$ cat src/rtl/stpmtr_pkg.sv
// Shared types and constants for the stepper-motor command queue.
package stpmtr_pkg;

   localparam int unsigned POS_MAX = 240;

   typedef logic [7:0] pos_t;

   typedef enum logic [1:0] {
      IDLE  = 2'd0,
      ISSUE = 2'd1,
      GAP   = 2'd2,
      HALT  = 2'd3
   } state_e;

endpackage

$ cat src/rtl/stpmtr_fifo.sv
// Synchronous FIFO with flush; level is a register, full/empty decode it.
module stpmtr_fifo #(
   parameter int unsigned DEPTH = 8,
   parameter int unsigned AW    = 3,
   parameter int unsigned W     = 8
) (
   input  logic          clk_i,
   input  logic          rst_ni,
   input  logic          push_i,
   input  logic [W-1:0]  din_i,
   input  logic          pop_i,
   input  logic          flush_i,
   output logic [W-1:0]  dout_o,
   output logic          full_o,
   output logic          empty_o,
   output logic [AW:0]   level_o
);

   logic [W-1:0]  mem_q [DEPTH];
   logic [AW-1:0] wr_q;
   logic [AW-1:0] rd_q;
   logic [AW:0]   lvl_q;
   logic          push_ok;
   logic          pop_ok;

   assign full_o  = (lvl_q == (AW+1)'(DEPTH));
   assign empty_o = (lvl_q == '0);
   assign level_o = lvl_q;
   assign dout_o  = mem_q[rd_q];
   assign push_ok = push_i & ~full_o;
   assign pop_ok  = pop_i & ~empty_o;

   always_ff @(posedge clk_i or negedge rst_ni) begin
      if (!rst_ni) begin
         wr_q  <= '0;
         rd_q  <= '0;
         lvl_q <= '0;
      end else if (flush_i) begin
         wr_q  <= '0;
         rd_q  <= '0;
         lvl_q <= '0;
      end else begin
         if (push_ok) wr_q <= wr_q + AW'(1);
         if (pop_ok)  rd_q <= rd_q + AW'(1);
         unique case ({push_ok, pop_ok})
            2'b10:   lvl_q <= lvl_q + (AW+1)'(1);
            2'b01:   lvl_q <= lvl_q - (AW+1)'(1);
            default: lvl_q <= lvl_q;
         endcase
      end
   end

   always_ff @(posedge clk_i) begin
      if (push_ok && !flush_i) mem_q[wr_q] <= din_i;
   end

endmodule

$ cat src/rtl/stpmtr_cmdq.sv
// Command queue and issuer feeding the stepper-motor pos/valid/ack port,
// with a handshake timeout that parks the in-flight target until cleared.
module stpmtr_cmdq
   import stpmtr_pkg::*;
#(
   parameter int unsigned DEPTH = 8,
   parameter int unsigned AW    = 3,
   parameter int unsigned TMO   = 511
) (
   input  logic        clk_i,
   input  logic        rst_ni,
   input  logic [7:0]  cmd_pos_i,
   input  logic        cmd_we_i,
   input  logic        flush_i,
   input  logic        clr_tmo_i,
   output logic        cmd_full_o,
   output logic        cmd_err_o,
   output logic [AW:0] level_o,
   output logic        busy_o,
   output logic        tmo_o,
   output logic [7:0]  mtr_pos_o,
   output logic        mtr_valid_o,
   input  logic        mtr_ack_i
);

   localparam int unsigned   CW       = $clog2(TMO + 1);
   localparam logic [CW-1:0] TMO_LAST = CW'(TMO - 1);
   localparam pos_t          POS_LIM  = pos_t'(POS_MAX);

   state_e        state_q, state_d;
   logic          valid_q, valid_d;
   pos_t          pos_q, pos_d;
   logic          tmo_q, tmo_d;
   logic          err_q, err_d;
   logic [CW-1:0] cnt_q, cnt_d;

   logic fifo_full;
   logic fifo_empty;
   pos_t head;
   logic in_range;
   logic push;
   logic pop;

   assign in_range = (cmd_pos_i <= POS_LIM);
   assign push     = cmd_we_i & ~flush_i & ~fifo_full & in_range;
   assign err_d    = cmd_we_i & ~flush_i & (fifo_full | ~in_range);

   stpmtr_fifo #(
      .DEPTH (DEPTH),
      .AW    (AW),
      .W     (8)
   ) u_fifo (
      .clk_i   (clk_i),
      .rst_ni  (rst_ni),
      .push_i  (push),
      .din_i   (cmd_pos_i),
      .pop_i   (pop),
      .flush_i (flush_i),
      .dout_o  (head),
      .full_o  (fifo_full),
      .empty_o (fifo_empty),
      .level_o (level_o)
   );

   always_comb begin
      state_d = state_q;
      valid_d = valid_q;
      pos_d   = pos_q;
      tmo_d   = tmo_q;
      cnt_d   = cnt_q;
      pop     = 1'b0;
      unique case (state_q)
         IDLE: begin
            if (!fifo_empty && !flush_i) begin
               pop     = 1'b1;
               pos_d   = head;
               valid_d = 1'b1;
               cnt_d   = '0;
               state_d = ISSUE;
            end
         end
         ISSUE: begin
            // ack wins over a timeout landing in the same cycle
            if (mtr_ack_i) begin
               valid_d = 1'b0;
               state_d = GAP;
            end else if (cnt_q == TMO_LAST) begin
               valid_d = 1'b0;
               tmo_d   = 1'b1;
               state_d = HALT;
            end else begin
               cnt_d = cnt_q + CW'(1);
            end
         end
         GAP: begin
            state_d = IDLE;
         end
         HALT: begin
            if (clr_tmo_i) begin
               tmo_d   = 1'b0;
               valid_d = 1'b1;
               cnt_d   = '0;
               state_d = ISSUE;
            end
         end
         default: state_d = IDLE;
      endcase
   end

   always_ff @(posedge clk_i or negedge rst_ni) begin
      if (!rst_ni) begin
         state_q <= IDLE;
         valid_q <= 1'b0;
         pos_q   <= '0;
         tmo_q   <= 1'b0;
         err_q   <= 1'b0;
         cnt_q   <= '0;
      end else begin
         state_q <= state_d;
         valid_q <= valid_d;
         pos_q   <= pos_d;
         tmo_q   <= tmo_d;
         err_q   <= err_d;
         cnt_q   <= cnt_d;
      end
   end

   assign cmd_full_o  = fifo_full;
   assign cmd_err_o   = err_q;
   assign busy_o      = (state_q != IDLE) | ~fifo_empty;
   assign tmo_o       = tmo_q;
   assign mtr_pos_o   = pos_q;
   assign mtr_valid_o = valid_q;

endmodule

$ cat config.mk
export PLATFORM = sky130hd
export DESIGN_NAME = stpmtr_cmdq
export DESIGN_NICKNAME = d
export VERILOG_FILES = /design/src/rtl/stpmtr_pkg.sv /design/src/rtl/stpmtr_fifo.sv /design/src/rtl/stpmtr_cmdq.sv
export SDC_FILE = /design/constraint.sdc
export NUM_CORES = 1
export LEC_CHECK = 0
export ABC_AREA = 1
export CAP_MARGIN = 5
export CORE_ASPECT_RATIO = 1.2
export CORE_MARGIN = 8
export CORE_UTILIZATION = 54
export CTS_BUF_LIST = sky130_fd_sc_hd__clkbuf_4
export CTS_CLUSTER_DIAMETER = 30
export CTS_CLUSTER_SIZE = 8
export DETAILED_ROUTE_END_ITERATION = 8
export PLACE_DENSITY = 0.73
export SLEW_MARGIN = 25
export SYNTH_ARGS = -nofsm -noshare
export SYNTH_HDL_FRONTEND = slang
export SYNTH_SLANG_ARGS = --single-unit
$ cat constraint.sdc
create_clock -name clk_i -period 2.6 [get_ports clk_i]
set_clock_uncertainty 0.1 [all_clocks]
set_input_delay 0.52 -clock clk_i [delete_from_list [all_inputs] [get_ports clk_i]]
set_output_delay 0.52 -clock clk_i [all_outputs]
set_load 0.01 [all_outputs]
### Word level (Yosys, flattened, before mapping)

Memory sizes are Yosys's and may differ from the RTL's. A register that Yosys moved wholly into a read port is not among the register bits.
Index checks and enable logic that the tools add are counted.

* memory bits (writable): 64
* input port bits: 14
* bits in registers: 24
* output and inout port bits: 17
* memories kept: 1

Memory list
* u_fifo.mem_q: depth 8, bits a word 8, read ports 1, clocked after Yosys merged registers in 1, wr ports 1, RTL line stpmtr_fifo.sv:19 `logic [W-1:0] mem_q [DEPTH];`

* mux-type cells: 29
* reductions and logical operators: 18
* equal/unequal tests: 13
* bitwise gates (word level): 12
* $lt $le $gt $ge: 1
* $add $sub $neg: 5

Operator list (count)
* $mux W9: 4
* $pmux W9 S3: 1
* $mux W3: 4
* $mux W1: 11
* $ne A2 B2 Y1 const B: 5
* $add A9 B1 Y9 const B: 1
* $eq A9 B9 Y1 const B: 1
* $le A8 B8 Y1 const B: 1
* $mux W2: 4
* $pmux W2 S4: 1
* $pmux W4 S2: 1
* $reduce_and A4 Y1: 2
* $reduce_bool A2 Y1: 4
* $add A3 B1 Y3 const B: 2
* $and A1 B1 Y1: 6
* $eq A2 B2 Y1 const B: 3
* $reduce_bool A3 Y1: 2
* $reduce_and A5 Y1: 1
* $add A4 B1 Y4 const B: 1
* $eq A2 B1 Y1 const B: 2
* $eq A4 B4 Y1 const B: 1
* $logic_not A4 Y1: 1
* $mux W4: 1
* $not A1 Y1: 4
* 10 further kinds: 14

### Logic depth before layout (Yosys ltp)

Gate-level depths: netlist of run 1.

* depth in word-level cells: 9
* depth in mapped cells: 14
* mapped depth without buffers: 14

### By module

Synthesis of run 1 repeated with hierarchy kept, for this count alone.

* cells, all modules: 425
* area total of the unflattened synthesis: 4287.9 sq um

By module, submodules not included
* stpmtr_fifo: instances 1, area each 3136.8 sq um, cells an instance 270
* stpmtr_cmdq: instances 1, area each 1151.1 sq um, cells an instance 155

### Worst setup path before layout of run 1

OpenSTA, ideal clock, no wires.

* kind: in2reg
* start point: in flush_i
* end point: mem u_fifo.mem_q[4][0] (enable)
* setup time: 370 ps
* stages on the path: 7
* setup slack: 695 ps
* data arrival time: 1435 ps
* path through: inv_2 nand2_1 a21oi_2 nand2_2 inv_1 nand2_1 nor2_1

* word-level cells in the longest chain between the ends: 8
* elaborated cells between the ends (all ways): 9
* classes of those cells: 2 x mux; 5 x bitwise; 2 x reduce/logical

Ends and longest elaborated chain
* start, declared: RTL line stpmtr_cmdq.sv:14 `input logic flush_i,`
* $not A1 Y1: RTL line stpmtr_cmdq.sv:45 `assign push = cmd_we_i & ~flush_i & ~fifo_full & in_range;`
* $and A1 B1 Y1 (3 in a row): RTL line stpmtr_cmdq.sv:45
* $and A1 B1 Y1: RTL line stpmtr_fifo.sv:30 `assign push_ok = push_i & ~full_o;`
* $logic_and A1 B1 Y1 (*): RTL line stpmtr_fifo.sv:54 `if (push_ok && !flush_i) mem_q[wr_q] <= din_i;`
* $mux W1 (*): RTL line stpmtr_fifo.sv:54
* $mux W1 (not written as such) (*): RTL line stpmtr_fifo.sv:54
* end, declared: RTL line stpmtr_fifo.sv:19

Every way passes the cells marked *; elsewhere a longest branch is shown, timed or not.

### Final worst setup path of run 1

* start point: reg u_fifo.lvl_q[0], in the netlist u_fifo.level_o[0]
* end point: out cmd_full_o

* word-level cells in the longest chain between the ends: 1

Ends and longest elaborated chain
* start, declared: RTL line stpmtr_fifo.sv:22 `logic [AW:0] lvl_q;`
* start signal, assigned: RTL line stpmtr_fifo.sv:46 `2'b10: lvl_q <= lvl_q + (AW+1)'(1);`
* start signal, assigned: RTL line stpmtr_fifo.sv:47 `2'b01: lvl_q <= lvl_q - (AW+1)'(1);`
* start signal, assigned: RTL line stpmtr_fifo.sv:48 `default: lvl_q <= lvl_q;`
* $eq A4 B4 Y1: RTL line stpmtr_fifo.sv:26 `assign full_o = (lvl_q == (AW+1)'(DEPTH));`
* end, declared: RTL line stpmtr_cmdq.sv:16 `output logic cmd_full_o,`

Every way passes these cells.

==> metrics.md, run 1 <==
| Metric | Value |
|---|---|
| Largest net degree at the start of global routing | 35 |
| Die Ht | 113 um |
| Worst Hold Margin | 0.377 ns |
| CP Capture Type | output port |
| Area growth syn-to-layout | 15.9% |
| Final ANT Viol Nets | 0 |
| 1st-pass router iterations | 4 |
| Worst EP required | 1.98 ns |
| Total GRT Usage | 0.167 |
| Critical path type | register to output port |
| Clk root buf | clkbuf_4 |
| Tcrit/Tclk final | 0.937 |
| Io pins | 31 |
| Share of cells above drive strength 1 | 0.136 |
| IO Port Bufs | 30 |
| Resize count post-CTS | 0 |
| # rows | 35 |
| Horiz. Die Dim | 96.4 um |
| Grt total ovfl | 0 |
| Share of the synthesized area in the top cell type | 0.458 |
| Core area | 0.00762 mm^2 |
| Post-Route WL | 8670 um |
| Synthesized area | 0.00419 mm^2 |
| Vias in the first global route | 2881 |
| CTS tree | built |
| Clock Sinks | 96 |
| Max Cap Violations | 0 |
| Post-Syn Instances | 391 |
| Postcts setup bufs | 0 |
| RSZ-0062 raised after global routing | no |
| Critical Path Source Type | register |
| Maximum clock path buffer count | 2 |
| FMAX | 410 MHz |
| Cts bufs inserted | 9 |
| Area leader, netlist | edfxtp_1 |
| Avg Inst Size Synth | 10.7 um^2 |
| Final Hold Vio Count | 0 |
| H-tree depth | 3 |
| Worst-path maximum fanout | 6 |
| Pwr Density | 781 mW/mm^2 |
| Worst Hold Class | primary input to asynchronous set/reset pin |
| Synthesized flop and latch total | 96 |
| DRT iter0 DRCs | 221 |
| Worst EP arrival | 1.82 ns |
| Final core area utilization | 0.638 |
| Die area | 0.0109 mm^2 |
| Cell variety after synth | 33 |
| Placed cell count | 527 |
| Status | finished clean |
| Slew Limit Fails | 0 |
| DRC errors left | 0 |
| Leakage | 0.00196 uW |
| Initial antenna violation count | 1 |
| Cts hold-fix bufs | 0 |
| RePlAce Congestion | 0.820 |
| VDD IR-drop max | 0.538 mV |
| Worst-Skew Late Latency | 0.43 ns |
| Routed len/inst | 16.0 um |
| NumNets Final | 466 |
| Vias | 2928 |
| Worst relative slew slack | 0.659 |
| Worst-path clk slew | 0.15 ns |
| Initial Util | 0.550 |
| Final Non-Filler Cells | 543 |
| Final setup violation count | 0 |
| Register area share after synthesis | 0.649 |
| Vias per Instance | 5.39 |
| Pin slew with the least headroom to its limit | 0.511 ns |
| Syn nets | 411 |
| Global-route wire length before repair | 13900 um |
| Main area contributors after synthesis | edfxtp_1 46%, dfrtp_1 19%, nand2_1 6.1% |
| Post-detail-place hpwl | 6050 um |
| Ys Warns | 0 |
| Min cycle time layout | 2.44 ns |
cell usage in the layout, fill, tap and decap left out, types with 5 or more instances in the layout:
master and instances:
a21oi_1 8, buf_4 24, clkbuf_4 10, clkdlybuf4s50_1 30, dfrtp_1 32, edfxtp_1 64
ha_1 6, inv_1 32, nand2_1 68, nand2_2 8, nand3_1 9, nor2_1 53
nor2_4 5, o211ai_1 9, o21ai_0 42, o21ai_1 5, o221ai_1 8, o22ai_1 8
layer usage:
| layer | up-vias | GRT usage | wire (um) |
|---|---|---|---|
| met5 | - | 0 | 0 |
| met4 | 0 | 0.0668 | 57 |
| met3 | 2 | 0.0374 | 539 |
| met2 | 81 | 0.261 | 4310 |
| met1 | 1380 | 0.218 | 3760 |
| li1 | 1465 | - | - |
layout make-up:
cell class                      instances  area, um^2
Sequential cell                        96        2720
Fill cell                             626        2760
Clock buffer                           10        75.1
Multi-Input combinational cell        248        1290
Tap cell                               92         115
Clock inverter                          5        32.5
Inverter                               37         141
Timing Repair Buffer                   54         480
Antenna cell                            1        2.50
path summary, 6_finish.rpt:
path	startpoint	end	slack, ns	cells past startpoint
min in group clk_i	mtr_pos_o[2]	mtr_pos_o[2]	0.39	2
max in group asynchronous	rst_ni	cnt_q[3]	1.70	2
setup reg to reg	u_fifo.level_o[0]	u_fifo.level_o[3]	0.62	14
hold reg to reg	mtr_pos_o[2]	mtr_pos_o[2]	0.39	2
setup / recovery	u_fifo.level_o[0]	cmd_full_o	0.16	4
hold / removal	rst_ni	mtr_pos_o[6]	0.38	2
stage by stage:
stage / worst slack (ns) / TNS, ns / total power, uW / area [um^2]
floorplan: 0.695 / 0 / 2670 / 4190
global placement: -0.137 / -1.98 / 3110 / 4750
detailed placement: -0.244 / -5.56 / 3160 / 4750
CTS: 0.134 / 0 / 3820 / 4860
global route: 0.0668 / 0 / 4030 / 4860
finish: 0.164 / 0 / 3790 / 4860
power by group:
part           leakage, uW  internal [uW]  total, uW  switching (uW)
logic             0.000899            489       1210             723
clock network    0.0000579            202        677             475
registers          0.00100           1790       1900             116
total              0.00196           2480       3790            1310
registers in the layout, indices dropped and copies added (netlist names):
signal          count
mtr_valid_o         1
u_fifo.rd_q         3
state_q             2
cmd_err_o           1
tmo_o               1
u_fifo.wr_q         3
cnt_q               9
mtr_pos_o           8
u_fifo.mem_q       64
u_fifo.level_o      4
Yosys cell counts, drive strengths merged:
| cell | number |
|---|---|
| dfrtp | 32 |
| o21a | 2 |
| buf | 2 |
| o21bai | 1 |
| clkbuf | 8 |
| nand2 | 76 |
| o211ai | 9 |
| clkinv | 1 |
| inv | 36 |
| ha | 6 |
| a31oi | 2 |
| edfxtp | 64 |
| nand3 | 9 |
| nor3 | 2 |
| o221ai | 8 |
| xnor2 | 1 |
| o22ai | 8 |
| a21oi | 9 |
| nand4 | 4 |
| nor2 | 60 |
| nand3b | 3 |
| o21ai | 48 |
worst max-delay path, cell delays in order, from the launching register on:
cell	delay, ns
dfrtp_1	0.49
nor2_2	0.22
nand2_1	0.10
inv_1	0.06
clkdlybuf4s50_1	0.53
kinds of logic (layout without fill, tap and decap cells):
group	count (synthesis)	count (layout)	synth area share
simple gates	154	154	0.164
flops	96	96	0.649
compound gates	87	87	0.124
buf+inv	47	106	0.0430
fa+ha+maj	6	6	0.0179
xor+xnor	1	1	0.00209
other cells	0	1	0
Power figures use the tool's default switching activity.
==> inputs of run 2 (changes only) <==
Settings changed: CTS_CLUSTER_DIAMETER 30 to not set, SYNTH_HIERARCHICAL set to 1.
==> run 2 against run 1 <==
Routed wire length increased by 8.7%. Via count grew 6.7%. Clock power rose by 17%. Sequential power decreased by 4%. Area after synthesis rose by 2.3%. Cell count increased by 7.2%. Flip-flop and latch count unchanged. Critical path depth is the same. Synthesized cell count is 8.7% higher. Total power decreased by 15%. Global-route usage grew 0.75 points. Critical endpoint unchanged. Maximum frequency decreased by 1.1%.
==> metrics.md, run 2 <==
| Metric | Value |
|---|---|
| Status | finished clean |
| Placement Cell Area | 0.00486 mm^2 |
| Share of cells above drive strength 1 | 0.153 |
| FMAX | 406 MHz |
| Critical path's slowest cell | clkdlybuf4s50_1 |
| Leading cell type in the layout, fill and taps excluded | nand2_1 |
| Place WS | -0.212 ns |
| Synthesized area | 0.00429 mm^2 |
| Worst relative slew slack | 0.610 |
| Post-Syn Instances | 425 |
| Most frequent cells in the layout | 97 x nand2_1, 76 x nor2_1, 64 x edfxtp_1, 35 x o21ai_0, 30 x clkdlybuf4s50_1 |
| Die area | 0.0111 mm^2 |
| Final setup violation count | 0 |
| CP Capture Type | output port |
| Post-Route WL | 9420 um |
| Largest net degree at the start of global routing | 35 |
| Worst-path clk slew | 0.16 ns |
| Vias per Instance | 5.37 |
| Die Ht | 114 um |
| DRC errors left | 0 |
| Worst Hold Class | primary input to asynchronous set/reset pin |
| Final Hold Vio Count | 0 |
| Clk root buf | clkbuf_4 |
| DRT iter0 DRCs | 258 |
| Pin slew with the least headroom to its limit | 0.585 ns |
| Commonest cells in the netlist | 97 x nand2_1, 77 x nor2_1, 64 x edfxtp_1, 35 x o21ai_0, 32 x dfrtp_1 |
| Primary FF master, synth | edfxtp_1 |
| Total GRT Usage | 0.175 |
| Cell variety after synth | 33 |
| Cts bufs inserted | 9 |
| Syn nets | 446 |
| Leakage | 0.00212 uW |
| Global-route wire length before repair | 15200 um |
| Pwr Density | 642 mW/mm^2 |
| Routed len/inst | 16.2 um |
| Area leader, netlist | edfxtp_1 |
| Fin area | 0.00502 mm^2 |
| Worst-Skew Late Latency | 0.44 ns |
| Slew Limit Fails | 0 |
| Total Power | 3220 uW |
| Ys Warns | 6 |
| CTS tree | built |
| Final worst setup slack | 0.136 ns |
| Min cycle time layout | 2.46 ns |
| Reg with most FFs | u_fifo/mem_q |
| CP cell instances | nor2_4 -> nand2_2 -> inv_1 -> clkdlybuf4s50_1 |
| Max Cap Violations | 0 |
| Post-detail-place hpwl | 6860 um |
| Reg2reg start | u_fifo/level_o[3] |
| Slowest Stage Delay on Critical Path | 0.55 ns |
| Crit path buf inv count | 2 |
| Post-synth EDFFs | 64 |
| Avg Inst Size Synth | 10.1 um^2 |
| Core area | 0.00771 mm^2 |
| RePlAce Congestion | 0.851 |
| Antenna cell count | 0 |
| IO Port Bufs | 30 |
| Initial antenna violation count | 0 |
| Delay-heaviest family, CP | buffers and inverters |
| Main area contributors after synthesis | edfxtp_1 45%, dfrtp_1 19%, nand2_1 8.5% |
| Vias in the first global route | 3072 |
| H-tree depth | 3 |
| Critical Path Source Type | register |
| Critical path type | register to output port |
| Cts hold-fix bufs | 0 |
| Worst Setup SP | u_fifo/level_o[1] |
| RSZ-0062 raised after global routing | no |
| Grt total ovfl | 0 |
| Synthesized flop and latch total | 96 |
| Vias | 3125 |
| Largest register FFs | 64 |
| Io pins | 31 |
| Maximum clock path buffer count | 2 |
| # rows | 35 |
| Clock Sinks | 96 |
| Worst EP arrival | 1.84 ns |
| Async SR Flop Fraction | 0.333 |
| Area growth syn-to-layout | 17.2% |
| Setup TNS Final | 0 ns |
| Share of the synthesized area in the top cell type | 0.448 |
| Final ANT Viol Nets | 0 |
| Tcrit/Tclk final | 0.948 |
| Register area share after synthesis | 0.635 |
| Worst-path maximum fanout | 5 |
| Final core area utilization | 0.652 |
| Initial Util | 0.556 |
| NumNets Final | 506 |
| 1st-pass router iterations | 4 |
| Worst EP required | 1.98 ns |
| Horiz. Die Dim | 97.3 um |
| VDD IR-drop max | 0.505 mV |
| Most frequent cell after synthesis | nand2_1 |
## run 2: cell count changes in the layout (fill, tap and decap cells not counted), sizes merged, moves of 3 or more
cell | previous run | this run
nor2 | 60 | 82
o211ai | 9 | 0
nand2 | 76 | 105
nand3 | 9 | 23
buf | 24 | 28
o221ai | 8 | 0
inv | 37 | 31
a31oi | 2 | 8
a21oi | 9 | 6
nand4 | 4 | 1
o21ai | 48 | 39
## run 2: cell type report
type | count | area [um^2]
Timing Repair Buffer | 58 | 510
Tap cell | 92 | 115
Multi-Input combinational cell | 288 | 1410
Clock buffer | 11 | 82.6
Clock inverter | 5 | 56.3
Inverter | 32 | 120
Fill cell | 617 | 2680
Sequential cell | 96 | 2730
## run 2: logic make-up (layout without fill, tap and decap cells)
group | Yosys count | count (layout) | synth area share
XOR/XNOR | 3 | 3 | 0.00613
adder cells (fa/ha/maj) | 7 | 7 | 0.0222
buffers and inverters | 41 | 106 | 0.0376
AO/OA/AOI/OAI | 64 | 64 | 0.0855
AND/OR/NAND/NOR | 214 | 214 | 0.214
flip-flops | 96 | 96 | 0.635
## run 2: final timing paths
| path | slack [ns] | depth (start not counted) | to |
|---|---|---|---|
| min in group clk_i | 0.40 | 2 | tmo_o |
| worst max-delay path | 0.14 | 4 | cmd_full_o |
| worst min-delay path | 0.34 | 2 | cnt_q[2] |
| max in group asynchronous | 1.72 | 2 | u_fifo/level_o[3] |
| worst max register to register | 0.25 | 18 | u_fifo/level_o[3] |
| worst min register to register | 0.40 | 2 | tmo_o |
## run 2: power breakdown
part	leakage (uW)	total [uW]	internal [uW]	switching (uW)
registers	0.000998	1820	1740	86.0
logic	0.00104	608	277	331
clock network	0.0000789	791	317	474
total	0.00212	3220	2330	891
## run 2: repair_timing
item                       4_1_cts  5_1_grt
cloned                           0        0
pin swaps                        0        0
resized for setup                1        5
hold endpoints to repair         0        0
setup buffers                    0        2
setup endpoints to repair        1        2
## run 2: per-stage QoR
stage               hold slack (ns)  std cells
finish                        0.343        582
CTS                           0.349        580
global route                  0.348        582
detailed placement            0.373        564
floorplan                     0.124        425
global placement              0.357        564
## run 2: worst reg2reg max path, delay by kind of cell, from the launching register on
| family | cells | cell delay [ns] |
|---|---|---|
| buffers and inverters | 5 | 0.37 |
| and+or+nand+nor | 11 | 0.87 |
| AOI/OAI and AO/OA | 1 | 0.16 |
| adders and majority gates | 1 | 0.28 |
| DFF | 1 | 0.47 |
## run 2: metal layers
metal	share of wire	global-route usage	up-vias
li1	-	-	1547
met1	0.44	0.208	1486
met2	0.49	0.298	80
met3	0.056	0.0466	12
met4	0.017	0.0617	0
met5	0	0	-
==> inputs of run 3 (changes only) <==
Settings changed: CORE_UTILIZATION 54 to 45, PLACE_DENSITY 0.73 to 0.63.
==> run 3 against run 2 <==
Die area is 17% higher. Cell count grew 5.5%. Critical path depth grew 1. Sequential share of layout area is 0.28 points lower. Largest cell class unchanged. Largest power group unchanged.
==> metrics.md, run 3 (same netlist as run 2, synthesis figures left out) <==
| Metric | Value |
|---|---|
| Post-Route WL | 9470 um |
| DRT iter0 DRCs | 224 |
| Leakage | 0.00211 uW |
| Largest register FFs | 64 |
| Min cycle time layout | 2.46 ns |
| Most frequent cells in the layout | 97 x nand2_1, 76 x nor2_1, 64 x edfxtp_1, 35 x o21ai_0, 31 x dfrtp_1 |
| Cts bufs inserted | 9 |
| Clock Sinks | 96 |
| Max Cap Violations | 0 |
| Post-detail-place hpwl | 6880 um |
| VDD IR-drop max | 0.273 mV |
| DRC errors left | 0 |
| Cts hold-fix bufs | 0 |
| Place WS | -0.218 ns |
| Vias per Instance | 5.08 |
| RR Endpoint | u_fifo/level_o[3] |
| CP Capture Type | output port |
| Vias in the first global route | 3024 |
| Vias | 3121 |
| Final ANT Viol Nets | 0 |
| Pwr Density | 622 mW/mm^2 |
| Area growth syn-to-layout | 17.6% |
| Share of cells above drive strength 1 | 0.149 |
| FMAX | 407 MHz |
| Worst relative slew slack | 0.574 |
| Global-route wire length before repair | 15300 um |
| RePlAce Congestion | 0.911 |
| Status | finished clean |
| Die Ht | 123 um |
| IO Port Bufs | 30 |
| Clk root buf | clkbuf_4 |
| Horiz. Die Dim | 105 um |
| 1st-pass router iterations | 5 |
| Postcts setup bufs | 0 |
| Die area | 0.0129 mm^2 |
| Largest net degree at the start of global routing | 35 |
| Initial Util | 0.455 |
| Final Hold Vio Count | 0 |
| Worst Setup SP | u_fifo/level_o[2] |
| Tcrit/Tclk final | 0.944 |
| Worst reg2reg path depth | 18 |
| # rows | 39 |
| Resize count post-CTS | 0 |
| Final core area utilization | 0.535 |
| RSZ-0062 raised after global routing | no |
| Worst-Skew Late Latency | 0.45 ns |
| Worst-path clk slew | 0.15 ns |
| CP endpoint | busy_o |
| Critical path type | register to output port |
| Worst Hold Class | primary input to asynchronous set/reset pin |
| Final worst setup slack | 0.145 ns |
| Worst EP arrival | 1.84 ns |
| NumNets Final | 507 |
| Initial antenna violation count | 0 |
| Leading cell type in the layout, fill and taps excluded | nand2_1 |
| Core area | 0.00942 mm^2 |
| Io pins | 31 |
| Total GRT Usage | 0.151 |
| H-tree depth | 3 |
| Critical Path Source Type | register |
| Worst EP required | 1.98 ns |
| R2R setup slack | 0.25 ns |
| CTS tree | built |
| Slew Limit Fails | 0 |
| Worst-path maximum fanout | 5 |
| Maximum clock path buffer count | 2 |
| Reg with most FFs | u_fifo/mem_q |
| Antenna cell count | 0 |
| Final setup violation count | 0 |
| Reg2reg start | u_fifo/level_o[3] |
| Grt total ovfl | 0 |
| Pin slew with the least headroom to its limit | 0.639 ns |
| Routed len/inst | 15.4 um |
==> run 3: cell count changes in the layout (fill, tap and decap cells not counted), sizes merged <==
cell | before | now
clkbuf | 11 | 9
buf | 28 | 29
bufinv | 1 | 0
clkinvlp | 0 | 1
clkinv | 5 | 7
==> run 3: worst min-delay path by stage <==
| stage | startpoint | end | slack, ns |
|---|---|---|---|
| finish | rst_ni | cnt_q[7] | 0.35 |
| global route | rst_ni | u_fifo/level_o[0] | 0.37 |
| CTS | rst_ni | mtr_pos_o[5] | 0.34 |
| detailed placement | tmo_o | tmo_o | 0.36 |
| global placement | mtr_valid_o | mtr_valid_o | 0.36 |
| floorplan | rst_ni | cmd_err_o | 0.12 |
==> run 3: critical path: stages, from the launching register on <==
cell	delay (ns)
dfrtp_1	0.47
nor2_2	0.17
nand2_1	0.10
inv_1	0.09
nand2_1	0.06
clkdlybuf4s50_1	0.48
==> run 3: final cells by class <==
type	count	area, um^2
Clock buffer	9	67.6
Clock inverter	7	47.5
Fill cell	833	4380
Inverter	32	120
Multi-Input combinational cell	288	1410
Sequential cell	96	2720
Tap cell	123	154
Timing Repair Buffer	59	518
==> run 3: routing by layer <==
layer | vias up | wire, um | track usage
li1 | 1552 | - | -
met5 | - | 0 | 0
met2 | 91 | 4700 | 0.258
met3 | 13 | 547 | 0.0375
met4 | 0 | 146 | 0.0626
met1 | 1465 | 4080 | 0.181
==> run 3: report_power, final <==
part	switching (uW)	total (uW)	internal, uW
registers	83.5	1820	1740
logic	327	606	278
clock network	511	708	197
==> run 3: per-stage QoR <==
step	area (um^2)	setup TNS (ns)	total power (uW)	std cells	hold WS (ns)
finish	5040	0	3130	614	0.348
global route	5040	0	3300	614	0.372
CTS	5030	0	3160	614	0.337
detailed placement	4920	-8.77	2470	598	0.358
global placement	4920	-6.54	2460	598	0.359
floorplan	4290	0	2160	425	0.124
